==> src/rtl/delaychain_meter.sv <==
// delaychain_meter: launches alternating edges into a delay chain and sums the
// synchronized return latency over 2^LOG_RUNS runs, with ARM/MEASURE timeouts.
module delaychain_meter #(
    parameter int CNT_W       = 16,
    parameter int LOG_RUNS    = 2,
    parameter int TIMEOUT_CYC = 4000,
    parameter int SETTLE      = 4
) (
    input  logic                      clk,
    input  logic                      rst,
    input  logic                      start,
    input  logic                      chain_ret,
    output logic                      launch_out,
    output logic                      busy,
    output logic                      done,
    output logic                      timeout,
    output logic [CNT_W+LOG_RUNS-1:0] result
);
    localparam int RW = CNT_W + LOG_RUNS;
    localparam int IW = LOG_RUNS + 1;
    localparam logic [2:0] IDLE = 3'd0, ARM = 3'd1, LAUNCH = 3'd2,
                           MEASURE = 3'd3, ACCUM = 3'd4, DONE = 3'd5;
    localparam logic [CNT_W-1:0] TMAX = CNT_W'(TIMEOUT_CYC - 1);
    localparam logic [CNT_W-1:0] SMAX = CNT_W'(SETTLE - 1);
    localparam logic [IW-1:0] LAST = IW'((1 << LOG_RUNS) - 1);

    logic [2:0]       state;
    logic             s1, s2;
    logic [CNT_W-1:0] quiet, arm_cnt, count;
    logic [IW-1:0]    run_idx;
    logic             same;

    assign same = s2 == launch_out;
    assign busy = state inside {ARM, LAUNCH, MEASURE, ACCUM};
    assign done = state == DONE;

    always_ff @(posedge clk) begin
        if (rst) begin
            state      <= IDLE;
            s1         <= 1'b0;
            s2         <= 1'b0;
            launch_out <= 1'b0;
            timeout    <= 1'b0;
            result     <= '0;
            quiet      <= '0;
            arm_cnt    <= '0;
            count      <= '0;
            run_idx    <= '0;
        end else begin
            s1 <= chain_ret;
            s2 <= s1;
            case (state)
                IDLE, DONE: if (start) begin
                    result  <= '0;
                    timeout <= 1'b0;
                    run_idx <= '0;
                    quiet   <= '0;
                    arm_cnt <= '0;
                    state   <= ARM;
                end
                ARM: begin
                    arm_cnt <= arm_cnt + 1'b1;
                    quiet   <= same ? quiet + 1'b1 : '0;
                    if (same && quiet == SMAX) state <= LAUNCH;
                    else if (arm_cnt == TMAX) begin
                        timeout <= 1'b1;
                        state   <= DONE;
                    end
                end
                LAUNCH: begin
                    launch_out <= ~launch_out;
                    count      <= '0;
                    state      <= MEASURE;
                end
                MEASURE: begin
                    if (same) state <= ACCUM;
                    else if (count == TMAX) begin
                        timeout <= 1'b1;
                        result  <= result + RW'(TIMEOUT_CYC);
                        state   <= DONE;
                    end else count <= count + 1'b1;
                end
                ACCUM: begin
                    result <= result + RW'(count);
                    if (run_idx == LAST) state <= DONE;
                    else begin
                        run_idx <= run_idx + 1'b1;
                        quiet   <= '0;
                        arm_cnt <= '0;
                        state   <= ARM;
                    end
                end
                default: state <= IDLE;
            endcase
        end
    end
endmodule

==> config.mk <==
export PLATFORM = sky130hd
export DESIGN_NAME = delaychain_meter
export DESIGN_NICKNAME = d
export VERILOG_FILES = /design/src/rtl/delaychain_meter.sv
export SDC_FILE = /design/constraint.sdc
export NUM_CORES = 1
export LEC_CHECK = 0
export CORE_MARGIN = 5
export CORE_UTILIZATION = 60
export CTS_BUF_LIST = sky130_fd_sc_hd__clkbuf_4
export CTS_CLUSTER_DIAMETER = 60
export DETAILED_ROUTE_END_ITERATION = 6
export DONT_BUFFER_PORTS = 1
export PLACE_DENSITY = 0.76
export SYNTH_ARGS = -nofsm -noshare
export SYNTH_HDL_FRONTEND = slang
export SYNTH_SLANG_ARGS = --single-unit
==> constraint.sdc <==
create_clock -name clk -period 3.2 [get_ports clk]
set_clock_uncertainty 0.15 [all_clocks]
set_input_delay 0 -clock clk [delete_from_list [all_inputs] [get_ports clk]]
set_output_delay 0 -clock clk [all_outputs]
set_load 0.05 [all_outputs]
; ---- After elaboration in Yosys (flattened, before gate mapping)
; Cells that the tools add are included.
; Widths: inputs -> output; s select.
[word_totals]
reg_bits = 76
inputBits = 4
out_inout_bits = 22
word_cells = 79
[op_classes]
n_addsub = 6
eq_ne = 19
mux = 28
bitwise = 1
reduce_logical = 15
[ops]
columns = operator, n
row1 = $pmux 16 s3, 2
row2 = $mux 16, 5
row3 = $mux 18, 3
row4 = $pmux 18 s3, 1
row5 = $add 16x1->16 const B, 3
row6 = $eq 16x12->1 const B, 2
row7 = $pmux 16 s2, 1
row8 = $mux 3, 8
row9 = $add 18x12->18 const B, 1
row10 = $add 18x16->18, 1
row11 = $eq 16x2->1 const B, 1
row12 = $pmux 3 s5, 1
row13 = $reduce_and 3->1, 4
row14 = $ne 2x2->1 const B, 5
row15 = $eq 3x2->1 const B, 3
row16 = $reduce_bool 3->1, 3
row17 = $eq 3x3->1 const B, 2
row18 = $pmux 3 s2, 1
row19 = $reduce_and 6->1, 1
row20 = $mux 1, 5
row21 = $ne 2x1->1 const B, 2
row22 = $reduce_and 4->1, 1
row23 = $reduce_bool 2->1, 2
row24 = $reduce_bool 4->1, 1
row25 = other kinds (10), 10

; ---- Depth between registers and ports, before layout
; Gate-level depths: netlist of the first run.
[depth]
ltp_word = 4
depth_mapped = 9
mapped_depth_nobuf = 9

; ---- Worst setup path after synthesis of the first run
; Ideal clock, no wire load.
[synth_timing]
kind = register -> register
startpoint = reg result[0]
endpoint = reg result[16]
t_arrival_ps = 2478
required_ps = 2917
setup_slack_ps = 439
stages_incl_launch_ff = 10
n_path_buf = 0
synth_period_minus_slack_ps = 2761
cell_sequence = dfxtp_1 ha_1 inv_1 fa_1 nand2b_1 a21o_1 a211oi_1 o21ai_0 mux2i_1 a31oi_1
[synth_via]
elab_chain_cells = 4
[synth_lines]
columns = item, line_no
row1 = start: declaration, 17  ; output logic [CNT_W+LOG_RUNS-1:0] result
row2 = start signal: assignment, 79  ; result <= result + RW'(TIMEOUT_CYC);
row3 = start signal: assignment, 84  ; result <= result + RW'(count);
row4 = $add 18x12->18, 79
row5 = $mux 18, 77  ; else if (count == TMAX) begin
row6 = $mux 18, 76  ; if (same) state <= ACCUM;
row7 = $pmux 18 s3 *, 52  ; case (state)
; Every way passes the cells marked *; elsewhere a longest branch is shown, timed or not. The select of a mux whose other input is x is not followed.
; A chain may end at the register's enable or synchronous reset.

; ---- Worst setup path after layout of the first run
[layout_timing]
startpoint = reg result[1]
endpoint = reg result[10]
; Same word-level chain as after synthesis.

==> impl_table.tex, run 1 <==
\begin{tabular}{lr}
\hline
Metric & Value \\
\hline
\multicolumn{2}{l}{\textbf{Run status}} \\
Status & completed \\
\multicolumn{2}{l}{\textbf{Final layout}} \\
\# nets final & between 600 and 700 \\
Number of fillers in the final layout & 698 \\
Summed area of non-filler cells in the final layout & 5109 µm² \\
Layout cell share with drive strength beyond 1 & 9.967\% \\
P\&R area growth vs syn & 8.938\% \\
Antenna cell count & 0 \\
\multicolumn{2}{l}{\textbf{Worst setup path}} \\
Category of the critical setup timing path & reg -> reg \\
Worst R2R Path Depth & 11 \\
Endpoint of the worst setup timing path & result[10]\$\_SDFFE\_PP0P\_ \\
CP startpoint & result[1]\$\_SDFFE\_PP0P\_ \\
Data arrival time of the critical path & about 3300 ps \\
FF-to-FF setup slack & 180 ps \\
Startpoint type of the worst setup path & register \\
Maximum fanout along the worst path & 6 \\
Worst endpoint required time & 3450 ps \\
Reg-to-Reg End & result[10]\$\_SDFFE\_PP0P\_ \\
RR Startpoint & result[1]\$\_SDFFE\_PP0P\_ \\
Crit path capture type & register \\
\multicolumn{2}{l}{\textbf{Timing}} \\
Worst relative slew slack & around half \\
Time the worst path needs with I/O delays and setup & about 3000 ps \\
Hold Slack & approximately 42 ps \\
Number of pins with negative max-slew slack in the final report & 0 \\
Maximum achievable frequency & $\sim$330 MHz \\
Worst-margin pin slew & between 700 and 800 ps \\
Total negative setup slack & 0 ps \\
Final Hold Fails & 0 \\
Final count of negative-setup-slack endpoints & 0 \\
Worst path setup slack after routing & about 180 ps \\
RSZ-0062 raised after global routing & no \\
Post-route clock period utilization & 94.33\% \\
\multicolumn{2}{l}{\textbf{Synth}} \\
Distinct cell type count after synthesis & 74 \\
Synth Area per Inst & just over 8 µm² \\
Fraction of the yosys area taken by sequential cells & roughly 32\% \\
Gate Count Post-Synth & around 580 \\
Fraction of registers with async set or reset after synthesis & 0\% \\
Cell area after synthesis & 4689 µm² \\
Syn. warnings & 0 \\
Mapped Nets & between 600 and 700 \\
Prevailing post-synth register cell & dfxtp\_1 \\
Number of flops mapped to enable cells by yosys & 0 \\
Yosys reg bits & between 70 and 80 \\
\multicolumn{2}{l}{\textbf{Power}} \\
Combinational group share of total power & 24.8\% \\
Largest voltage drop on the vdd net & a little over 0.3 mV \\
Net switching share of the total power & 36.88\% \\
Clock network fraction of design power & between 20 and 30\% \\
Leakage component of the power & $\sim$2.0 nW \\
Flop pwr share & approximately 46\% \\
Power density over the cells & 432.8 nW/µm² \\
P\_int & around 1.4 mW \\
Power spent charging and discharging nets & about 0.8 mW \\
Power, Total & about 2.2 mW \\
\multicolumn{2}{l}{\textbf{Clock tree}} \\
Clock-pin slew reported for the worst setup and hold paths after clock tree synthesis & about 150 ps \\
Total setup buffers inserted after CTS & 0 \\
H-tree depth & 3 \\
Clock Latency Late Sink & 440 ps \\
Number of clock sinks & 76 \\
Number of buffers created by CTS & 9 \\
Clock tree from TritonCTS & yes \\
Library cell used as clock root buffer & clkbuf\_4 \\
Largest buffer count on any clock path & 2 \\
\multicolumn{2}{l}{\textbf{Die}} \\
Standard-cell row count & 32 \\
DIE HEIGHT & slightly below 100 µm \\
Starting density of the core & 61.00\% \\
Die Span X & around 98 µm \\
Core region area & 7687 µm² \\
Area of the die & between 9000 and 10,000 µm² \\
Total I/O pin count & 26 \\
\multicolumn{2}{l}{\textbf{Placement}} \\
Worst slack at placement & around 560 ps \\
Routability cong. & roughly 0.91 \\
Cell area reported after detailed placement & between 4000 and 5000 µm² \\
Post-detailed-placement half-perimeter wirelength & $\sim$8.4 mm \\
Port buffer count & 0 \\
\multicolumn{2}{l}{\textbf{GRT}} \\
Antenna violations before repair & 0 \\
Final global-route overflow total & 0 \\
All-Layer GR Usage & 24.61\% \\
Wire length of the first global-routing pass & 19.72 mm \\
Pin count of the biggest net entering global routing & 42 \\
Vias in the first global route & a little over 4k \\
\multicolumn{2}{l}{\textbf{Drt}} \\
Final Routed Wirelength & between 10 and 15 mm \\
Detailed router's first-iteration violation count & 337 \\
Detail-routed net length per standard cell & 16.65 µm \\
Avg Vias per Cell & between 6 and 7 \\
Via count & 4,383 \\
Post-detailed-route count of antenna-violating nets & 0 \\
Number of iterations in the first detailed-routing pass & 5 \\
Post-route DRC & 0 \\
\multicolumn{2}{l}{\textbf{Worst hold path}} \\
Worst min-delay path class & in -> reg \\
\multicolumn{2}{l}{\textbf{Run}} \\
Max-capacitance violation count & 0 \\
\hline
\end{tabular}
-- layer usage --
metal | routed length, µm | global-route usage (%) | up-vias
met5 | 0 | 0 | -
met2 | 5598 | 41.13 | 136
met4 | 313 | 7.668 | 0
met1 | 4997 | 31.63 | 2064
li1 | - | - | 2146
met3 | 810 | 5.429 | 37
-- state kept, by name (all words and copies together) (netlist names) --
name        count
arm_cnt        16
count          16
launch_out      1
quiet          16
result         18
run_idx         3
s1              1
s2              1
state           3
timeout         1
-- metrics by stage --
stage / cells / util (%)
after floorplan: 578 / -
after global placement: 683 / 63.75
after detailed placement: 683 / 63.75
after CTS: 704 / 66.44
after global routing: 704 / 66.46
final: 704 / 66.46
-- what timing repair did --
action	CTS	global route
hold endpoints to repair	76	0
setup endpoints to repair	0	1
gates resized for setup	0	1
hold buffers	5	0
-- power by group through the flow --
stage	Clock, mW	Combinational, mW	Sequential (mW)
after floorplan	0	0.389	1.04
after global placement	0	0.513	1.04
after detailed placement	0	0.528	1.04
after CTS	0.645	0.546	1.02
after global routing	0.699	0.594	1.03
final	0.636	0.549	1.03
-- critical path: stages (launching register included) --
cell and delay (ps):
dfxtp_1 330, buf_4 200, inv_1 80, fa_1 440, nand2b_1 210, a21o_1 220
a211oi_1 250, buf_4 190, nor3_1 50, nand3b_1 150, a31oi_1 150, dlygate4sd3_1 550
-- Yosys cell counts, types with 3 or more instances --
library cell | number | area (µm²)
a21oi_1 | 34 | 170.2
o21ai_0 | 19 | 95.09
or3_1 | 7 | 43.79
and2_1 | 4 | 25.02
nand4_1 | 17 | 106.4
ha_1 | 22 | 275.3
nor4_1 | 9 | 56.30
o211ai_1 | 3 | 22.52
inv_1 | 9 | 33.78
a211oi_1 | 5 | 37.54
mux2i_1 | 5 | 50.05
buf_1 | 3 | 11.26
o21ai_1 | 3 | 15.01
a31oi_1 | 8 | 50.05
or4_1 | 3 | 22.52
xor2_1 | 32 | 280.3
nor4b_1 | 3 | 26.28
xnor2_1 | 19 | 166.4
a32oi_1 | 3 | 26.28
nand2b_1 | 8 | 50.05
o21a_1 | 3 | 22.52
a21o_1 | 12 | 90.09
nand3_1 | 22 | 110.1
nor2b_1 | 8 | 50.05
and3_1 | 11 | 68.82
nand2_1 | 45 | 168.9
buf_2 | 4 | 20.02
clkbuf_1 | 12 | 45.04
a211o_1 | 4 | 35.03
a22oi_1 | 6 | 45.04
a221oi_1 | 5 | 43.79
nor2_1 | 80 | 300.3
dfxtp_1 | 76 | 1521
nor3_1 | 22 | 110.1
and4_1 | 4 | 35.03
-- cell usage in the layout (no fill, tap or decap), drive strengths merged, types with 3 or more instances in the layout --
master / instances
a21oi: 35
nor4: 9
mux2i: 5
nor3: 23
and3: 11
nor4b: 3
nand3b: 3
a32oi: 3
o21ai: 23
buf: 28
a221oi: 5
nor2: 81
nand2: 45
and4: 4
or3: 7
xor2: 33
or4: 4
clkbuf: 9
nand4: 18
nand2b: 8
a31oi: 8
ha: 22
a21o: 12
o21a: 3
a211o: 4
nor2b: 8
nand3: 22
dfxtp: 76
dlygate4sd3: 4
inv: 14
a211oi: 5
a22oi: 6
xnor2: 19
o211ai: 4
and2: 4
-- layout make-up --
| cell class | count | area, µm² | area share [%] |
|---|---|---|---|
| multi-input cells | 468 | 3012 | 58.95 |
| flip-flops and latches | 76 | 1523 | 29.81 |
| repair buffers | 32 | 262.8 | 5.143 |
| well taps | 102 | 127.6 | 2.498 |
| clock inverters | 7 | 78.83 | 1.543 |
| clock buffers | 9 | 67.56 | 1.323 |
| inverters | 10 | 37.54 | 0.7348 |
-- cell families (layout without fill, tap and decap cells) --
kind of cell,after synthesis,after routing,share of synthesized area (%)
AND/OR/NAND/NOR,255,255,27.53
adder cells (fa/ha/maj),23,23,6.297
flip-flops,76,76,32.44
multiplexers,6,6,1.307
AO/OA/AOI/OAI,132,132,19.21
XOR/XNOR,52,52,9.872
buffers and inverters,34,58,3.335
-- worst min path at each step --
stage	cells after the start	endpoint	from	slack, ps
6_report	4	result[16]$_SDFFE_PP0P_	start	40
4_1_cts	4	result[16]$_SDFFE_PP0P_	start	30
2_1_floorplan	1	s1$_SDFF_PP0_	chain_ret	-20
3_5_place_dp	1	result[10]$_SDFFE_PP0P_	rst	-70
5_1_grt	4	result[16]$_SDFFE_PP0P_	start	20
3_3_place_gp	1	result[10]$_SDFFE_PP0P_	rst	-80
Note: power is estimated with default switching activity, not from simulation.
==> inputs of run 2 (changes only) <==
Settings changed: ABC_AREA from default to 0, CORE_MARGIN 5 to 1, CTS_CLUSTER_SIZE from default to 16.
==> run 2 against run 1 <==
  * Combinational power fell by 7.7%
  * Die area fell by 16%
  * Register-to-register slack got worse by 30 ps
  * Via count fell by 0.16%
  * Final cell count fell by 1.1%
  * Sequential share of layout area barely moved
  * Critical path depth fell by 1
  * Routed wire length fell by 1.2%
  * Final area fell by 0.24%
  * Non-clock buffer count fell by 5
  * Clock power rose by 9.1%
  * Clock-buffer cell count did not move
==> impl_table.tex, run 2 (synthesis gave the netlist of run 1 again) <==
\begin{tabular}{lr}
\hline
Metric & Value \\
\hline
\multicolumn{2}{l}{\textbf{Drt}} \\
Avg Vias per Cell & 6.287 (+0.99\%) \\
Detailed router's first-iteration violation count & 385 (+14\%) \\
Post-detailed-route count of antenna-violating nets & 0 (unchanged) \\
Post-route DRC & 0 (unchanged) \\
Via count & 4,376 (-0.16\%) \\
Detail-routed net length per standard cell & 16.64 µm (about the same) \\
Number of iterations in the first detailed-routing pass & 5 (unchanged) \\
Final Routed Wirelength & 11.58 mm (-1.2\%) \\
\multicolumn{2}{l}{\textbf{Timing}} \\
Time the worst path needs with I/O delays and setup & 3046 ps (+27.07 ps) \\
Total negative setup slack & 0 ps (unchanged) \\
Post-route clock period utilization & 95.17\% (+0.85 points) \\
Maximum achievable frequency & 328.3 MHz (-0.89\%) \\
Hold Slack & 42.25 ps (+0.3089 ps) \\
Worst-margin pin slew & 828.7 ps (+97.85 ps) \\
Number of pins with negative max-slew slack in the final report & 0 (unchanged) \\
Final count of negative-setup-slack endpoints & 0 (unchanged) \\
Final Hold Fails & 0 (unchanged) \\
Worst relative slew slack & 44.68\% (-6.5 points) \\
RSZ-0062 raised after global routing & no \\
\multicolumn{2}{l}{\textbf{Worst setup path}} \\
RR Startpoint & count[0]\$\_SDFFE\_PP0P\_ \\
Slowest stage delay, CP & 550 ps (about the same) \\
Kind of cell adding the most delay to the critical path & buffers and inverters \\
CP startpoint & count[0]\$\_SDFFE\_PP0P\_ \\
Critical-path cell with the highest stage delay & dlygate4sd3\_1 \\
Worst endpoint required time & 3400 ps (-50 ps) \\
Startpoint type of the worst setup path & register \\
Crit path capture type & register \\
Cells along the critical path & ha\_1 -> inv\_1 -> fa\_1 -> nand2b\_1 -> a21o\_1 -> a21oi\_1 -> xnor2\_1 -> o221ai\_1 -> nor2b\_1 -> dlygate4sd3\_1 \\
Maximum fanout along the worst path & 6 (unchanged) \\
Sum of buffers and inverters on the critical path & 2 (-2) \\
Category of the critical setup timing path & reg -> reg \\
Data arrival time of the critical path & 3240 ps (-20 ps) \\
\multicolumn{2}{l}{\textbf{Clock tree}} \\
Largest buffer count on any clock path & 2 (unchanged) \\
Clock tree from TritonCTS & yes \\
Number of clock sinks & 76 (unchanged) \\
Library cell used as clock root buffer & clkbuf\_4 \\
Clock Latency Late Sink & 430 ps (about the same) \\
H-tree depth & 3 (unchanged) \\
Number of buffers created by CTS & 9 (unchanged) \\
Clock-pin slew reported for the worst setup and hold paths after clock tree synthesis & 150 ps (about the same) \\
\multicolumn{2}{l}{\textbf{Final layout}} \\
Antenna cell count & 0 (unchanged) \\
Area used by multi-input combinational logic & 3022 µm² (+0.33\%) \\
Layout cell share with drive strength beyond 1 & 9.213\% (-0.75 points) \\
Most common cell after layout, fill and taps aside & nor2\_1 \\
Number of fillers in the final layout & 642 (-8.0\%) \\
Flip-flop count of the largest register after layout & 18 (unchanged) \\
P\&R area growth vs syn & 8.671\% \\
\# nets final & 619 (-0.80\%) \\
Register containing the most flip-flops in the final layout & result \\
Leading cell types in the layout, fill and taps excluded & nor2\_1, dfxtp\_1, nand2\_1, a21oi\_1, xor2\_1 \\
Footprint of the flip-flops and latches & 1521 µm² (about the same) \\
\multicolumn{2}{l}{\textbf{GRT}} \\
Met3 Usage GRT & 4.377\% (-1.1 points) \\
Vias in the first global route & 4,164 (+1.4\%) \\
All-Layer GR Usage & 29.67\% (+5.1 points) \\
Final global-route overflow total & 0 (unchanged) \\
Antenna violations before repair & 0 (unchanged) \\
Pin count of the biggest net entering global routing & 42 (unchanged) \\
Met1 track demand over resource in global routing & 38.84\% (+7.2 points) \\
GR peak layer & met2 \\
Global routing met2 resource utilization & 50.00\% (+8.9 points) \\
Wire length of the first global-routing pass & 19.83 mm (+0.56\%) \\
\multicolumn{2}{l}{\textbf{Die}} \\
DIE HEIGHT & 90.41 µm (-8.1\%) \\
Total I/O pin count & 26 (unchanged) \\
Starting density of the core & 63.30\% (+2.3 points) \\
Core region area & 7408 µm² (-3.6\%) \\
Standard-cell row count & 31 (-3.1\%) \\
Die Span X & 90.41 µm (-8.1\%) \\
Area of the die & 8173 µm² (-16\%) \\
\multicolumn{2}{l}{\textbf{Run status}} \\
Status & completed \\
\multicolumn{2}{l}{\textbf{Power}} \\
Power, Total & 2.237 mW (+1.2\%) \\
Leakage component of the power & 1.986 nW (-0.93\%) \\
Power density over the cells & 438.9 nW/µm² (+1.4\%) \\
Largest voltage drop on the vdd net & 0.4012 mV (+32\%) \\
\multicolumn{2}{l}{\textbf{Worst hold path}} \\
Worst min-delay path class & in -> reg \\
Startpoint of the most critical hold path & start \\
\multicolumn{2}{l}{\textbf{Placement}} \\
Post-detailed-placement half-perimeter wirelength & 8.294 mm (-1.7\%) \\
Routability cong. & 0.8741 (-4.2\%) \\
Port buffer count & 0 (unchanged) \\
\multicolumn{2}{l}{\textbf{Run}} \\
Max-capacitance violation count & 0 (unchanged) \\
\hline
\end{tabular}
==> run 2: cell count changes in the layout (fill, tap and decap cells not counted) <==
cell / delta
dfxtp_1: +1
clkinvlp_4: +1
buf_4: -5
a21oi_2: -1
bufinv_16: +1
nor2_2: +1
inv_6: -2
nor2_1: -1
dfxtp_2: -1
a21oi_4: +1
==> run 2: final cells by class <==
class / instances / area share [%]
well taps: 99 / 2.431
clock inverters: 7 / 1.940
multi-input cells: 468 / 59.29
clock buffers: 9 / 1.326
inverters: 10 / 0.7366
flip-flops and latches: 76 / 29.86
repair buffers: 27 / 4.419
==> run 2: final timing paths <==
kind,endpoint,slack (ps),cells after the start
worst max-delay path,result[8]$_SDFFE_PP0P_,150,10
worst min-delay path,result[16]$_SDFFE_PP0P_,40,4
worst max register to register,result[8]$_SDFFE_PP0P_,150,10
worst min register to register,s2$_SDFF_PP0_,320,1
==> run 2: through the flow <==
step | instance area [µm²] | utilization, % | setup slack (ps) | instances
CTS | 5086 | 68.65 | 207.3 | 696
floorplan | 4690 | - | 439.5 | 578
detailed placement | 4860 | 65.60 | 516.3 | 675
global placement | 4860 | 65.60 | 579.0 | 675
finish | 5096 | 68.79 | 154.4 | 696
global route | 5096 | 68.79 | 21.25 | 696
==> run 2: worst min-delay path: cells and delay by family <==
kind,cells,cell delay (ps)
AO/OA/AOI/OAI,4,590
==> run 2: report_power, final <==
group	internal, mW	leakage [nW]	switching, mW
Combinational	0.158	1.29	0.349
Sequential	0.975	0.614	0.0604
Clock	0.322	0.0821	0.372
Total	1.46	1.99	0.781
==> run 2: timing repair <==
action                                  4_1_cts  5_1_grt
hold buffers                                  5        0
setup buffers                                 0        0
endpoints found under the setup margin        0        1
resized for setup                             0        2
hold endpoints to repair                     76        0
==> run 2: layer usage <==
layer	part of all wire, %	wire [µm]
met1	44	5104
met2	48	5599
met3	5.6	652
met4	2.0	227
met5	0	0
